`config.mk`:
```
export PLATFORM = sky130hd
export DESIGN_NAME = gcd_initiator_flat
export DESIGN_NICKNAME = d
export VERILOG_FILES = /design/src/rtl/gcd_pkg.sv /design/src/rtl/gcd_initiator_if.sv /design/src/rtl/gcd_initiator.sv /design/src/flat_wrapper.sv
export SDC_FILE = /design/constraint.sdc
export NUM_CORES = 1
export LEC_CHECK = 0
export BUFFER_PORTS_ARGS = -buffer_cell sky130_fd_sc_hd__buf_2
export CORE_ASPECT_RATIO = 1.75
export CORE_MARGIN = 3
export CORE_UTILIZATION = 47
export CTS_CLUSTER_SIZE = 40
export DETAILED_ROUTE_END_ITERATION = 10
export PLACE_DENSITY = 0.75
export SLEW_MARGIN = 20
export SYNTH_ARGS = -nofsm -noshare
export SYNTH_HDL_FRONTEND = slang
export SYNTH_SLANG_ARGS = --single-unit
```
`constraint.sdc`:
```
create_clock -name clk -period 1.9 [get_ports clk]
set_input_delay 0.285 -clock clk [delete_from_list [all_inputs] [get_ports clk]]
set_output_delay 0.285 -clock clk [all_outputs]
set_load 0.005 [all_outputs]
```
`src/rtl/gcd_pkg.sv`:
```
// Shared types and default constants for the GCD initiator front end.
package gcd_pkg;

    localparam int unsigned GCD_W         = 5;
    localparam int unsigned GCD_TO_CYCLES = 64;
    localparam int unsigned GCD_CNT_W     = 8;

    typedef enum logic [1:0] {
        IDLE  = 2'd0,
        ISSUE = 2'd1,
        WAIT  = 2'd2,
        HOLD  = 2'd3
    } gcd_state_e;

endpackage

```
`src/rtl/gcd_initiator_if.sv`:
```
// Upstream pair, engine start/done and downstream result channels of the GCD initiator.
interface gcd_initiator_if
    import gcd_pkg::*;
#(
    parameter int unsigned W = GCD_W
);
    logic         in_valid;
    logic         in_ready;
    logic [W-1:0] in_a;
    logic [W-1:0] in_b;

    logic         eng_start;
    logic [W-1:0] eng_a;
    logic [W-1:0] eng_b;
    logic         eng_done;
    logic [W-1:0] eng_result;

    logic         out_valid;
    logic         out_ready;
    logic [W-1:0] out_a;
    logic [W-1:0] out_b;
    logic [W-1:0] out_gcd;
    logic         out_err;

    // initiator side
    modport master (
        input  in_valid, in_a, in_b, eng_done, eng_result, out_ready,
        output in_ready, eng_start, eng_a, eng_b,
        output out_valid, out_a, out_b, out_gcd, out_err
    );

    // upstream / engine / downstream side
    modport slave (
        output in_valid, in_a, in_b, eng_done, eng_result, out_ready,
        input  in_ready, eng_start, eng_a, eng_b,
        input  out_valid, out_a, out_b, out_gcd, out_err
    );

endinterface

```
`src/rtl/gcd_initiator.sv`:
```
// Sequences one operand pair at a time through a GCD engine; zero operands resolve locally.
// Optional engine watchdog enabled by defining GCD_INIT_TIMEOUT_EN.
module gcd_initiator
    import gcd_pkg::*;
#(
    parameter int unsigned W         = GCD_W,
`ifdef GCD_INIT_TIMEOUT_EN
    parameter int unsigned TO_CYCLES = GCD_TO_CYCLES,
`endif
    parameter int unsigned CNT_W     = GCD_CNT_W
) (
    input  logic             clk,
    input  logic             rst,
    gcd_initiator_if.master  bus,
    output logic [CNT_W-1:0] txn_count
);

    gcd_state_e state;
    gcd_state_e state_nxt;

    logic             zero_op;
    logic             done_hit;
    logic             timeout_hit;
    logic             out_fire;

    logic             in_ready_nxt;
    logic             eng_start_nxt;
    logic             out_valid_nxt;
    logic [W-1:0]     eng_a_nxt;
    logic [W-1:0]     eng_b_nxt;
    logic [W-1:0]     out_a_nxt;
    logic [W-1:0]     out_b_nxt;
    logic [W-1:0]     out_gcd_nxt;
    logic [CNT_W-1:0] txn_count_nxt;

    assign zero_op  = (bus.in_a == '0) || (bus.in_b == '0);
    assign done_hit = (state == WAIT) && bus.eng_done;
    assign out_fire = (state == HOLD) && bus.out_ready;

`ifdef GCD_INIT_TIMEOUT_EN
    localparam int unsigned TO_CNT_W = $clog2(TO_CYCLES + 1);

    logic [TO_CNT_W-1:0] wait_cnt;
    logic                out_err_nxt;

    // Counts completed WAIT cycles; a coincident eng_done beats the limit.
    always_ff @(posedge clk) begin
        if (rst || (state == ISSUE)) begin
            wait_cnt <= '0;
        end else if (state == WAIT) begin
            wait_cnt <= wait_cnt + TO_CNT_W'(1);
        end
    end

    assign timeout_hit = (state == WAIT) && !bus.eng_done &&
                         (wait_cnt == TO_CNT_W'(TO_CYCLES - 1));

    always_comb begin
        out_err_nxt = bus.out_err;
        if ((state == IDLE) && bus.in_valid) begin
            out_err_nxt = 1'b0;
        end else if (timeout_hit) begin
            out_err_nxt = 1'b1;
        end
    end

    always_ff @(posedge clk) begin
        if (rst) begin
            bus.out_err <= 1'b0;
        end else begin
            bus.out_err <= out_err_nxt;
        end
    end
`else
    assign timeout_hit = 1'b0;
    assign bus.out_err = 1'b0;
`endif

    // state register
    always_ff @(posedge clk) begin
        if (rst) begin
            state <= IDLE;
        end else begin
            state <= state_nxt;
        end
    end

    // next-state logic
    always_comb begin
        state_nxt = state;
        case (state)
            IDLE:    if (bus.in_valid) state_nxt = zero_op ? HOLD : ISSUE;
            ISSUE:   state_nxt = WAIT;
            WAIT:    if (done_hit || timeout_hit) state_nxt = HOLD;
            HOLD:    if (out_fire) state_nxt = IDLE;
            default: state_nxt = IDLE;
        endcase
    end

    // next values of the registered outputs
    always_comb begin
        in_ready_nxt  = (state_nxt == IDLE);
        eng_start_nxt = (state_nxt == ISSUE);
        out_valid_nxt = (state_nxt == HOLD);
        eng_a_nxt     = bus.eng_a;
        eng_b_nxt     = bus.eng_b;
        out_a_nxt     = bus.out_a;
        out_b_nxt     = bus.out_b;
        out_gcd_nxt   = bus.out_gcd;
        txn_count_nxt = txn_count + CNT_W'(out_fire);

        if ((state == IDLE) && bus.in_valid) begin
            out_a_nxt = bus.in_a;
            out_b_nxt = bus.in_b;
            if (zero_op) begin
                // gcd(x,0) = x and gcd(0,0) = 0, so OR covers every zero case
                out_gcd_nxt = bus.in_a | bus.in_b;
            end else begin
                eng_a_nxt = bus.in_a;
                eng_b_nxt = bus.in_b;
            end
        end else if (done_hit) begin
            out_gcd_nxt = bus.eng_result;
        end else if (timeout_hit) begin
            out_gcd_nxt = '0;
        end
    end

    // output registers
    always_ff @(posedge clk) begin
        if (rst) begin
            bus.in_ready  <= 1'b1;
            bus.eng_start <= 1'b0;
            bus.out_valid <= 1'b0;
            bus.eng_a     <= '0;
            bus.eng_b     <= '0;
            bus.out_a     <= '0;
            bus.out_b     <= '0;
            bus.out_gcd   <= '0;
            txn_count     <= '0;
        end else begin
            bus.in_ready  <= in_ready_nxt;
            bus.eng_start <= eng_start_nxt;
            bus.out_valid <= out_valid_nxt;
            bus.eng_a     <= eng_a_nxt;
            bus.eng_b     <= eng_b_nxt;
            bus.out_a     <= out_a_nxt;
            bus.out_b     <= out_b_nxt;
            bus.out_gcd   <= out_gcd_nxt;
            txn_count     <= txn_count_nxt;
        end
    end

endmodule

```
`src/flat_wrapper.sv`:
```
// flat-port wrapper written by rule: the top's interface ports become plain ports
module gcd_initiator_flat import gcd_pkg::*;
#(
    parameter int unsigned W         = GCD_W,

    parameter int unsigned CNT_W     = GCD_CNT_W
)
  (clk, rst, txn_count, bus_in_valid, bus_in_a, bus_in_b, bus_eng_done, bus_eng_result, bus_out_ready, bus_in_ready, bus_eng_start, bus_eng_a, bus_eng_b, bus_out_valid, bus_out_a, bus_out_b, bus_out_gcd, bus_out_err);
  gcd_initiator_if #(.W(W)) bus_i ();
  input  logic clk;
  input  logic rst;
  output logic [CNT_W-1:0] txn_count;
  input wire logic [$bits(bus_i.in_valid)-1:0] bus_in_valid;
  input wire logic [$bits(bus_i.in_a)-1:0] bus_in_a;
  input wire logic [$bits(bus_i.in_b)-1:0] bus_in_b;
  input wire logic [$bits(bus_i.eng_done)-1:0] bus_eng_done;
  input wire logic [$bits(bus_i.eng_result)-1:0] bus_eng_result;
  input wire logic [$bits(bus_i.out_ready)-1:0] bus_out_ready;
  output wire logic [$bits(bus_i.in_ready)-1:0] bus_in_ready;
  output wire logic [$bits(bus_i.eng_start)-1:0] bus_eng_start;
  output wire logic [$bits(bus_i.eng_a)-1:0] bus_eng_a;
  output wire logic [$bits(bus_i.eng_b)-1:0] bus_eng_b;
  output wire logic [$bits(bus_i.out_valid)-1:0] bus_out_valid;
  output wire logic [$bits(bus_i.out_a)-1:0] bus_out_a;
  output wire logic [$bits(bus_i.out_b)-1:0] bus_out_b;
  output wire logic [$bits(bus_i.out_gcd)-1:0] bus_out_gcd;
  output wire logic [$bits(bus_i.out_err)-1:0] bus_out_err;
  assign bus_i.in_valid = bus_in_valid;
  assign bus_i.in_a = bus_in_a;
  assign bus_i.in_b = bus_in_b;
  assign bus_i.eng_done = bus_eng_done;
  assign bus_i.eng_result = bus_eng_result;
  assign bus_i.out_ready = bus_out_ready;
  assign bus_in_ready = bus_i.in_ready;
  assign bus_eng_start = bus_i.eng_start;
  assign bus_eng_a = bus_i.eng_a;
  assign bus_eng_b = bus_i.eng_b;
  assign bus_out_valid = bus_i.out_valid;
  assign bus_out_a = bus_i.out_a;
  assign bus_out_b = bus_i.out_b;
  assign bus_out_gcd = bus_i.out_gcd;
  assign bus_out_err = bus_i.out_err;
  gcd_initiator #(.W(W), .CNT_W(CNT_W)) u_core (.clk(clk), .rst(rst), .bus(bus_i), .txn_count(txn_count));
endmodule
```
==> results of run 1 <==
routing by layer:
layer | part of all wire [%] | GRT usage, %
met4 | 2.1 | 8.83
met1 | 38 | 18.6
met3 | 6.1 | 6.49
met2 | 54 | 31.5
met5 | 0 | 0
logic make-up after synthesis:
| group | after synthesis | share of synthesized area (%) |
|---|---|---|
| muxes | 8 | 5.39 |
| buffers and inverters | 8 | 2.78 |
| DFF | 38 | 51.2 |
| adders and majority gates | 2 | 1.68 |
| AOI/OAI and AO/OA | 26 | 9.94 |
| xor gates and xnor gates | 6 | 3.54 |
| and+or+nand+nor | 77 | 25.2 |
| other | 1 | 0.252 |
synthesized netlist by cell type:
cell type and instances:
nand3_1 9, ha_1 2, dfxtp_1 38, conb_1 1, nor3_1 2, a21oi_1 11
and3_1 3, nor2_4 1, or4_1 1, or3_1 1, or4_4 1, mux2i_1 8
o21ai_0 4, clkbuf_1 6, buf_6 1, xor2_1 4, a21oi_2 2, xnor2_1 2
and2_1 3, nor2_1 19, nor2b_1 5, buf_4 1, nand2b_4 2, a31oi_1 5
o21a_2 1, nand2_1 29, o21ai_1 3, nor2_2 1
worst min-delay path by stage:
stage	startpoint	endpoint	slack, ns
6_report	bus_eng_result[2]	u_core.bus.out_gcd[2]	0.25
4_1_cts	bus_eng_result[2]	u_core.bus.out_gcd[2]	0.24
2_1_floorplan	bus_in_a[0]	u_core.bus.out_a[0]	0.42
3_3_place_gp	u_core.bus.out_b[1]	u_core.bus.out_b[1]	0.44
5_1_grt	bus_eng_result[4]	u_core.bus.out_gcd[4]	0.26
3_5_place_dp	u_core.bus.out_a[0]	u_core.bus.out_a[0]	0.44
layout make-up:
type / count / share of cell area, %
Sequential cell: 38 / 40.3
Timing Repair Buffer: 58 / 15.8
Clock inverter: 1 / 0.265
Clock buffer: 7 / 4.58
Tap cell: 42 / 2.79
Multi-Input combinational cell: 120 / 36.2
state kept, by name, indices dropped and copies added, names as in the netlist:
signal and flops:
u_core.txn_count 8, u_core.bus.eng_a 5, u_core.bus.eng_b 5, u_core.bus.out_a 5, u_core.bus.out_b 5, u_core.bus.out_gcd 5
u_core.state 2, u_core.bus.eng_start 1, u_core.bus.in_ready 1, u_core.bus.out_valid 1
power by group through the flow:
stage          combinational (mW)  sequential (mW)  clock [mW]
2_1_floorplan               0.127            0.892           0
3_3_place_gp                0.226            0.887           0
3_5_place_dp                0.229            0.889           0
4_1_cts                     0.230            0.871       0.570
5_1_grt                     0.253            0.877       0.608
6_report                    0.226            0.870       0.556
worst max-delay path, cell delays in order (launching register included):
cell,delay (ns)
dfxtp_1,0.39
and3_1,0.23
ha_1,0.18
and3_1,0.22
nand3_1,0.12
xor2_1,0.14
nor2_1,0.05
through the flow:
step / util [%] / std cells / hold slack [ns] / power [mW] / worst slack, ns
CTS: 63.7 / 266 / 0.245 / 1.67 / 0.422
global placement: 60.6 / 258 / 0.439 / 1.11 / 0.226
detailed placement: 60.6 / 258 / 0.444 / 1.12 / 0.200
floorplan: - / 166 / 0.421 / 1.02 / 0.446
finish: 63.7 / 266 / 0.250 / 1.65 / 0.439
global route: 63.7 / 266 / 0.262 / 1.74 / 0.278
==> metrics.yaml, run 1 <==
cts:
  post_cts_buffers: 0
  htreeDepth: 2
  cts_made_buffers: 5
  ctsHoldBuffers: 0
  insertion_delay_ns: 0.28
  clk_path_buf_depth: 2
  tritoncts: "done"
  cts.repair.resized: 0
  clockRootBuffer: "clkbuf_8"
  clk_pin_slew_ns: 0.07
  cts_sinks: 38
power:
  leakagePower_nw: 0.881
  comb_power_share_pct: 13.7
  p_seq_share_pct: 52.7
  clkPwrFrac_pct: 33.7
  p_sw_mw: 0.410
  ir_drop_mv: 0.595
  powerDensity_mw_per_mm2: 876
  switching_share_pct: 24.8
  intPower_mw: 1.24
logic_synthesis:
  syn_area_mm2: 0.00149
  synth_nets: 188
  postSynthRegisterBits: 38
  syn_inst: 166
  ys_seq_area_share_pct: 51.2
  ys_top_cells_by_area: "dfxtp_1 (51%), nand2_1 (7.3%), mux2i_1 (5.4%)"
  ys_warn_count: 0
  synth_top_area_share_pct: 51.2
  synth.distinct_cells: 28
  syn_area_per_cell_um2: 8.95
  yosysTopAreaCell: "dfxtp_1"
die:
  start_util_pct: 50.2
  num_rows: 26
  die_height_um: 80.4
  fp.dieW_um: 48.5
  pin_count: 57
  coreArea_mm2: 0.00296
  die_area_mm2: 0.00390
timing:
  final.setup.tns_ns: 0
  finalSetupViolations: 0
  skew_ns: 0.00247
  fin_crit_sh_pct: 76.9
  fmax_mhz: 684
  tightest_slew_ns: 0.647
  final_hold_viol_count: 0
  rsz0062_at_grt: "no"
  relSlewSlack_pct: 56.9
  final_max_slew_viol_count: 0
  finalCriticalPeriod_ns: 1.46
critical_path:
  path_class: "register to register"
  endpoint_kind: "register"
  rrSetupSlack_ns: 0.44
  worstSetupStartpoint: "u_core.state[1]"
  arrival_ns: 1.62
  cp_data_required_time_ns: 2.05
  cp_max_fo: 6
  critPathLaunchType: "register"
  ff2ff_path_depth: 6
  endpoint: "u_core.txn_count[7]"
  r2r_start: "u_core.state[1]"
  r2r-end: "u_core.txn_count[7]"
worst_hold_path:
  hold_path.class: "primary input to register"
  hold_depth: 3
layout:
  stdcell_area_mm2: 0.00189
  num-nets-final: 245
  seq_area_um2: 761
  fillers: 271
  layout-drive-gt1-share_pct: 32.6
  antenna_cells: 0
  area.growth.synth_to_final_pct: 27.0
  mostFrequentLayoutCells: "buf_2 (55), dfxtp_1 (38), nand2_1 (29), nor2_1 (19), a21oi_1 (11)"
  multiInputGateArea_um2: 683
  layout_commonest_cell: "buf_2"
place:
  dpl_cell_area_mm2: 0.00179
  place_congestion: 0.849
  portBuffers: 55
  dp_hpwl_um: 2530
routing:
  wire_per_inst_um: 12.3
  wl_um: 3270
  dr.pass1.iters: 4
  via_per_inst: 4.89
  via_count: 1300
  ant_nets: 0
  drt-initial-drc-count: 26
  drc: 0
grt:
  grt_pass1_vias: 1231
  grt_pass1_wl_um: 5440
  grt_max_degree: 37
  antenna_found_initial: 0
  gr-total-overflow: 0
  track_usage_pct: 17.9
outcome:
  outcome: "completed"
run:
  cap_violations: 0
Power figures use the tool's default switching activity.
==> run 2, diff against run 1 <==
--- a/config.mk
+++ b/config.mk
@@ -5,13 +5,14 @@
 export SDC_FILE = /design/constraint.sdc
 export NUM_CORES = 1
 export LEC_CHECK = 0
+export ABC_AREA = 1
 export BUFFER_PORTS_ARGS = -buffer_cell sky130_fd_sc_hd__buf_2
 export CORE_ASPECT_RATIO = 1.75
 export CORE_MARGIN = 3
-export CORE_UTILIZATION = 47
+export CORE_UTILIZATION = 49
 export CTS_CLUSTER_SIZE = 40
 export DETAILED_ROUTE_END_ITERATION = 10
-export PLACE_DENSITY = 0.75
+export PLACE_DENSITY = 0.77
 export SLEW_MARGIN = 20
 export SYNTH_ARGS = -nofsm -noshare
 export SYNTH_HDL_FRONTEND = slang
==> constraint.sdc (replaced) <==
create_clock -name clk -period 1.4 [get_ports clk]
set_input_delay 0.21 -clock clk [delete_from_list [all_inputs] [get_ports clk]]
set_output_delay 0.21 -clock clk [all_outputs]
set_load 0.005 [all_outputs]
==> metrics.yaml, run 2 <==
logic_synthesis:
  ys_dominant_reg_cell: "dfxtp_1"  # unchanged
  yosys-top-cells-count: "nand2_1 (50), dfxtp_1 (38), a21oi_1 (29), nor2_1 (24), inv_1 (14)"  # was dfxtp_1 (38), nand2_1 (29), nor2_1 (19), a21oi_1 (11), nand3_1 (9)
  synthAdderAreaFrac_pct: 1.55  # was 1.68%
  syn_area_per_cell_um2: 7.62  # was 8.95 um^2
  ys_async_sr_fraction_pct: 0  # unchanged
  yosysTopAreaCell: "dfxtp_1"  # unchanged
  ys_seq_area_share_pct: 47.1  # was 51.2%
  syn_area_mm2: 0.00162  # was 0.00149 mm^2
  syn_inst: 212  # was 166
  yosys.area_share.simple_pct: 29.7  # was 25.2%
  yosysMostFrequentCell: "nand2_1"  # was dfxtp_1
  synth_compound_area_share_pct: 11.9  # was 9.94%
  ys_warn_count: 0  # unchanged
  synth_mux_area_share_pct: 0  # was 5.39%
  synthXorXnorAreaFrac_pct: 0.542  # was 3.54%
  synth_nets: 234  # was 188
  synth_top_area_share_pct: 47.1  # was 51.2%
  ys_top_cells_by_area: "dfxtp_1 (47%), nand2_1 (12%), a21oi_1 (9.0%)"  # was dfxtp_1 (51%), nand2_1 (7.3%), mux2i_1 (5.4%)
  synth.distinct_cells: 26  # was 28
  synth_top_family_by_area: "simple AND/OR/NAND/NOR gates"  # unchanged
  synth_edf_count: 0  # unchanged
  postSynthRegisterBits: 38  # unchanged
routing:
  ant_nets: 0  # unchanged
  wire_per_inst_um: 12.0  # was 12.3 um
  via_count: 1560  # was 1300
  drt-initial-drc-count: 29  # was 26
  drc: 0  # unchanged
  wl_um: 3840  # was 3270 um
  via_per_inst: 4.86  # was 4.89
  dr.pass1.iters: 6  # was 4
die:
  fp.dieW_um: 49.4  # was 48.5 um
  die_height_um: 82.0  # was 80.4 um
  coreArea_mm2: 0.00314  # was 0.00296 mm^2
  num_rows: 27  # was 26
  start_util_pct: 51.4  # was 50.2%
  pin_count: 57  # unchanged
  die_area_mm2: 0.00405  # was 0.00390 mm^2
place:
  dp_hpwl_um: 2770  # was 2530 um
  pre_cts_slack_ns: -0.0904  # was 0.200 ns
  portBuffers: 55  # unchanged
  place_congestion: 0.799  # was 0.849
layout:
  largest_reg_flops: 8  # unchanged
  mostFrequentLayoutCells: "buf_2 (55), nand2_1 (46), dfxtp_1 (36), a21oi_1 (29), nor2_1 (22)"  # was buf_2 (55), dfxtp_1 (38), nand2_1 (29), nor2_1 (19), a21oi_1 (11)
  layout-drive-gt1-share_pct: 37.1  # was 32.6%
  layout_commonest_cell: "buf_2"  # unchanged
  num-nets-final: 299  # was 245
  antenna_cells: 0  # unchanged
  area.growth.synth_to_final_pct: 32.1  # was 27.0%
  regMostFlops: "u_core.txn_count"  # unchanged
  fillers: 304  # was 271
power:
  leakagePower_nw: 1.05  # was 0.881 nW
  powerDensity_mw_per_mm2: 1160  # was 876 mW/mm^2
  ir_drop_mv: 0.845  # was 0.595 mV
cts:
  htreeDepth: 2  # unchanged
  cts_made_buffers: 5  # unchanged
  insertion_delay_ns: 0.29  # was 0.28 ns
  tritoncts: "done"  # unchanged
  clk_pin_slew_ns: 0.07  # about the same
  cts_sinks: 38  # unchanged
  clockRootBuffer: "clkbuf_8"  # unchanged
  clk_path_buf_depth: 2  # unchanged
  ctsHoldBuffers: 0  # unchanged
timing:
  final_max_slew_viol_count: 0  # unchanged
  finalSetupViolations: 1  # was 0
  skew_ns: 0.00275  # was 0.00247 ns
  final_hold_viol_count: 0  # unchanged
  finalCriticalPeriod_ns: 1.43  # was 1.46 ns
  fmax_mhz: 698  # was 684 MHz
  hold_ws_ns: 0.200  # was 0.250 ns
  final.setup.worst_slack_ns: -0.0327  # was 0.439 ns
  rsz0062_at_grt: "yes"  # was no
  fin_crit_sh_pct: 102  # was 76.9%
critical_path:
  critPathLaunchType: "register"  # unchanged
  path_class: "register to register"  # unchanged
  arrival_ns: 1.65  # was 1.62 ns
  cp_max_fo: 3  # was 6
  cp_data_required_time_ns: 1.62  # was 2.05 ns
  endpoint_kind: "register"  # unchanged
worst_hold_path:
  hold_path.class: "primary input to register"  # unchanged
grt:
  gr-total-overflow: 0  # unchanged
  grt_pass1_vias: 1407  # was 1231
  track_usage_pct: 20.0  # was 17.9%
  antenna_found_initial: 0  # unchanged
  grt_pass1_wl_um: 6240  # was 5440 um
  grt_max_degree: 19  # was 37
outcome:
  outcome: "complete, but fails checks"  # was completed
  violations: "setup timing"
run:
  cap_violations: 0  # unchanged
==> run 2: final timing paths <==
check	from	endpoint	slack (ns)	depth (start not counted)
max	u_core.state[0]	u_core.txn_count[6]	-0.03	12
min	bus_in_b[2]	u_core.bus.out_b[2]	0.20	3
max reg2reg	u_core.state[0]	u_core.txn_count[6]	-0.03	12
min reg2reg	u_core.bus.out_b[2]	u_core.bus.out_b[2]	0.46	2
==> run 2: per-stage QoR <==
stage / instances / TNS (ns) / instance area [um^2] / power, mW / utilization [%]
6_report: 321 / -0.0327 / 2130 / 2.48 / 67.9
2_1_floorplan: 212 / 0 / 1640 / 1.44 / -
4_1_cts: 319 / -0.00654 / 2110 / 2.51 / 67.2
3_5_place_dp: 309 / -0.0995 / 1980 / 1.59 / 63.0
3_3_place_gp: 309 / -0.0401 / 1980 / 1.58 / 63.0
5_1_grt: 321 / -0.202 / 2130 / 2.60 / 67.9
==> run 2: final cells by class <==
cell class | count | area, um^2 | area share, %
clock buffer | 7 | 76.3 | 3.58
multi-input combinational | 144 | 751 | 35.2
sequential | 38 | 763 | 35.8
clock inverter | 1 | 30.0 | 1.41
tap | 43 | 53.8 | 2.52
timing repair buffer | 70 | 392 | 18.4
inverter | 18 | 67.6 | 3.17
==> run 2: worst max-delay path: stages, from the launching register on <==
cell,delay [ns]
dfxtp_2,0.33
nand2_2,0.08
inv_2,0.04
nand2_2,0.06
inv_2,0.04
ha_4,0.16
ha_4,0.15
nand2_2,0.06
inv_2,0.04
nand2_2,0.07
nor2_2,0.04
and3_1,0.13
nor3_1,0.15
==> run 2: where the power goes <==
group	internal, mW	switching [mW]
Sequential	1.15	0.0312
Combinational	0.171	0.218
Clock	0.533	0.378
==> run 2: logic make-up (layout without fill, tap and decap cells) <==
group	after synthesis	in the layout
other cells	1	1
compound gates	38	38
flops	38	38
fa+ha+maj	2	2
buf+inv	30	96
simple gates	102	102
xor+xnor	1	1
==> run 2: per-layer routing <==
metal	track usage (%)	share of wire (%)	vias to the layer above	wire length (um)
met4	9.97	2.1	0	79
met1	21.5	39	697	1480
met2	37.4	54	47	2070
li1	-	-	810	-
met3	3.27	5.3	6	204
met5	0	0	-	0
==> run 2: what timing repair did <==
action	4_1_cts	5_1_grt
pin swaps	3	0
resized for setup	8	2
buffers inserted	2	2
endpoints found under the setup margin	2	5
==> run 3, diff against run 2 <==
--- a/config.mk
+++ b/config.mk
@@ -10,6 +10,7 @@
 export CORE_ASPECT_RATIO = 1.75
 export CORE_MARGIN = 3
 export CORE_UTILIZATION = 49
+export CTS_BUF_LIST = sky130_fd_sc_hd__clkbuf_16
 export CTS_CLUSTER_SIZE = 40
 export DETAILED_ROUTE_END_ITERATION = 10
 export PLACE_DENSITY = 0.77
==> metrics.yaml, run 3 (synthesis results as in run 2) <==
timing:
  fin_crit_sh_pct: 99.7  # was 102%
  hold_ws_ns: 0.217  # was 0.200 ns
  final.setup.tns_ns: 0  # was -0.0327 ns
  fmax_mhz: 716  # was 698 MHz
  finalCriticalPeriod_ns: 1.40  # was 1.43 ns
  rsz0062_at_grt: "yes"  # unchanged
  skew_ns: 0.00269  # was 0.00275 ns
  final_hold_viol_count: 0  # unchanged
  final.setup.worst_slack_ns: 0.00406  # was -0.0327 ns
  finalSetupViolations: 0  # was 1
  final_max_slew_viol_count: 0  # unchanged
cts:
  ctsHoldBuffers: 0  # unchanged
  cts_sinks: 38  # unchanged
  tritoncts: "done"  # unchanged
  cts_made_buffers: 5  # unchanged
  clk_path_buf_depth: 2  # unchanged
  htreeDepth: 2  # unchanged
  clockRootBuffer: "clkbuf_16"  # was clkbuf_8
  clk_pin_slew_ns: 0.05  # was 0.07 ns
  insertion_delay_ns: 0.28  # was 0.29 ns
layout:
  largest_reg_flops: 8  # unchanged
  fin_util_pct: 69.3  # was 67.9%
  layout_commonest_cell: "buf_2"  # unchanged
  fin_cells: 320  # was 321
  mostFrequentLayoutCells: "buf_2 (55), nand2_1 (46), dfxtp_1 (36), a21oi_1 (29), nor2_1 (22)"  # unchanged
  regMostFlops: "u_core.txn_count"  # unchanged
  layout-drive-gt1-share_pct: 36.8  # was 37.1%
  stdcell_area_mm2: 0.00218  # was 0.00213 mm^2
  num-nets-final: 298  # was 299
  area.growth.synth_to_final_pct: 34.9  # was 32.1%
  antenna_cells: 0  # unchanged
critical_path:
  r2r-end: "u_core.txn_count[6]"  # unchanged
  endpoint_kind: "register"  # unchanged
  r2r_start: "u_core.state[0]"  # unchanged
  critPathLaunchType: "register"  # unchanged
  cp_data_required_time_ns: 1.56  # was 1.62 ns
  rrSetupSlack_ns: 0.004  # was -0.03 ns
  path_class: "register to register"  # unchanged
  arrival_ns: 1.56  # was 1.65 ns
  ff2ff_path_depth: 12  # unchanged
  cp_max_fo: 3  # unchanged
worst_hold_path:
  hold_depth: 3  # unchanged
  worstHoldStart: "bus_in_a[0]"  # was bus_in_b[2]
  holdPathEnd: "u_core.bus.out_a[0]"  # was u_core.bus.out_b[2]
  hold_path.class: "primary input to register"  # unchanged
grt:
  track_usage_pct: 20.3  # was 20.0%
  antenna_found_initial: 0  # unchanged
  grt_pass1_wl_um: 6300  # was 6240 um
  gr-total-overflow: 0  # unchanged
  grt_max_degree: 19  # unchanged
  grt_pass1_vias: 1430  # was 1407
place:
  dp_cells: 309  # unchanged
  portBuffers: 55  # unchanged
  place_congestion: 0.799  # unchanged
  dp_hpwl_um: 2770  # unchanged
  dpl_cell_area_mm2: 0.00198  # unchanged
  pre_cts_slack_ns: -0.0904  # unchanged
routing:
  wl_um: 3830  # was 3840 um
  dr.pass1.iters: 4  # was 6
  via_per_inst: 4.88  # was 4.86
  drc: 0  # unchanged
  wire_per_inst_um: 12.0  # about the same
  drt-initial-drc-count: 23  # was 29
  ant_nets: 0  # unchanged
  via_count: 1562  # was 1560
power:
  intPower_mw: 2.15  # was 1.86 mW
  p_sw_mw: 0.659  # was 0.627 mW
  clkPwrFrac_pct: 44.1  # was 36.7%
  comb_power_share_pct: 13.7  # was 15.7%
  powerDensity_mw_per_mm2: 1290  # was 1160 mW/mm^2
  switching_share_pct: 23.5  # was 25.3%
  p_seq_share_pct: 42.2  # was 47.7%
  ir_drop_mv: 1.06  # was 0.845 mV
  total_power_mw: 2.81  # was 2.48 mW
  leakagePower_nw: 1.08  # was 1.05 nW
die:
  pin_count: 57  # unchanged
  start_util_pct: 51.4  # unchanged
  coreArea_mm2: 0.00314  # unchanged
  die_area_mm2: 0.00405  # unchanged
  die_height_um: 82.0  # unchanged
  num_rows: 27  # unchanged
  fp.dieW_um: 49.4  # unchanged
outcome:
  outcome: "completed"  # was complete, but fails checks
run:
  cap_violations: 0  # unchanged
==> run 3: what timing repair did <==
item | CTS | global route
buffers inserted | 2 | 1
gates resized for setup | 8 | 1
pin swaps | 3 | 1
setup endpoints to repair | 2 | 3
==> run 3: worst max path at each step <==
stage,depth (start not counted),endpoint,startpoint,slack (ns)
after floorplan,12,u_core.txn_count[6],u_core.state[1],0.00009
after global placement,12,u_core.txn_count[6],u_core.state[1],-0.04
after detailed placement,12,u_core.txn_count[6],u_core.state[1],-0.09
after CTS,12,u_core.txn_count[6],u_core.state[0],-0.002
after global routing,12,u_core.txn_count[6],u_core.state[0],-0.08
final,12,u_core.txn_count[6],u_core.state[0],0.004
==> run 3: area by class of cell <==
| cell class | count | area, um^2 |
|---|---|---|
| multi-input combinational | 144 | 751 |
| clock buffer | 5 | 125 |
| inverter | 18 | 67.6 |
| clock inverter | 3 | 37.5 |
| sequential | 38 | 763 |
| timing repair buffer | 69 | 380 |
| fill | 298 | 963 |
| tap | 43 | 53.8 |
==> run 3: layer usage <==
layer	GRT usage (%)	up-vias	wire [um]
met3	4.36	9	206
met2	37.5	43	2060
met4	11.1	0	104
met1	21.3	702	1460
li1	-	808	-
met5	0	-	0
==> run 3: worst max-delay path, stage by stage, from the launching register on <==
cell and delay (ns):
dfxtp_2 0.33, nand2_2 0.07, inv_2 0.05, nand2_2 0.05, inv_2 0.06, ha_4 0.13
ha_4 0.13, nand2_2 0.05, inv_2 0.06, nand2_2 0.06, nor2_2 0.10, and3_1 0.15
nor3_1 0.04
==> run 3: power by group through the flow <==
stage | combinational, mW | clock [mW] | sequential [mW]
5_1_grt | 0.436 | 1.32 | 1.19
3_3_place_gp | 0.377 | 0 | 1.21
6_report | 0.385 | 1.24 | 1.19
4_1_cts | 0.387 | 1.26 | 1.19
2_1_floorplan | 0.224 | 0 | 1.22
3_5_place_dp | 0.380 | 0 | 1.21
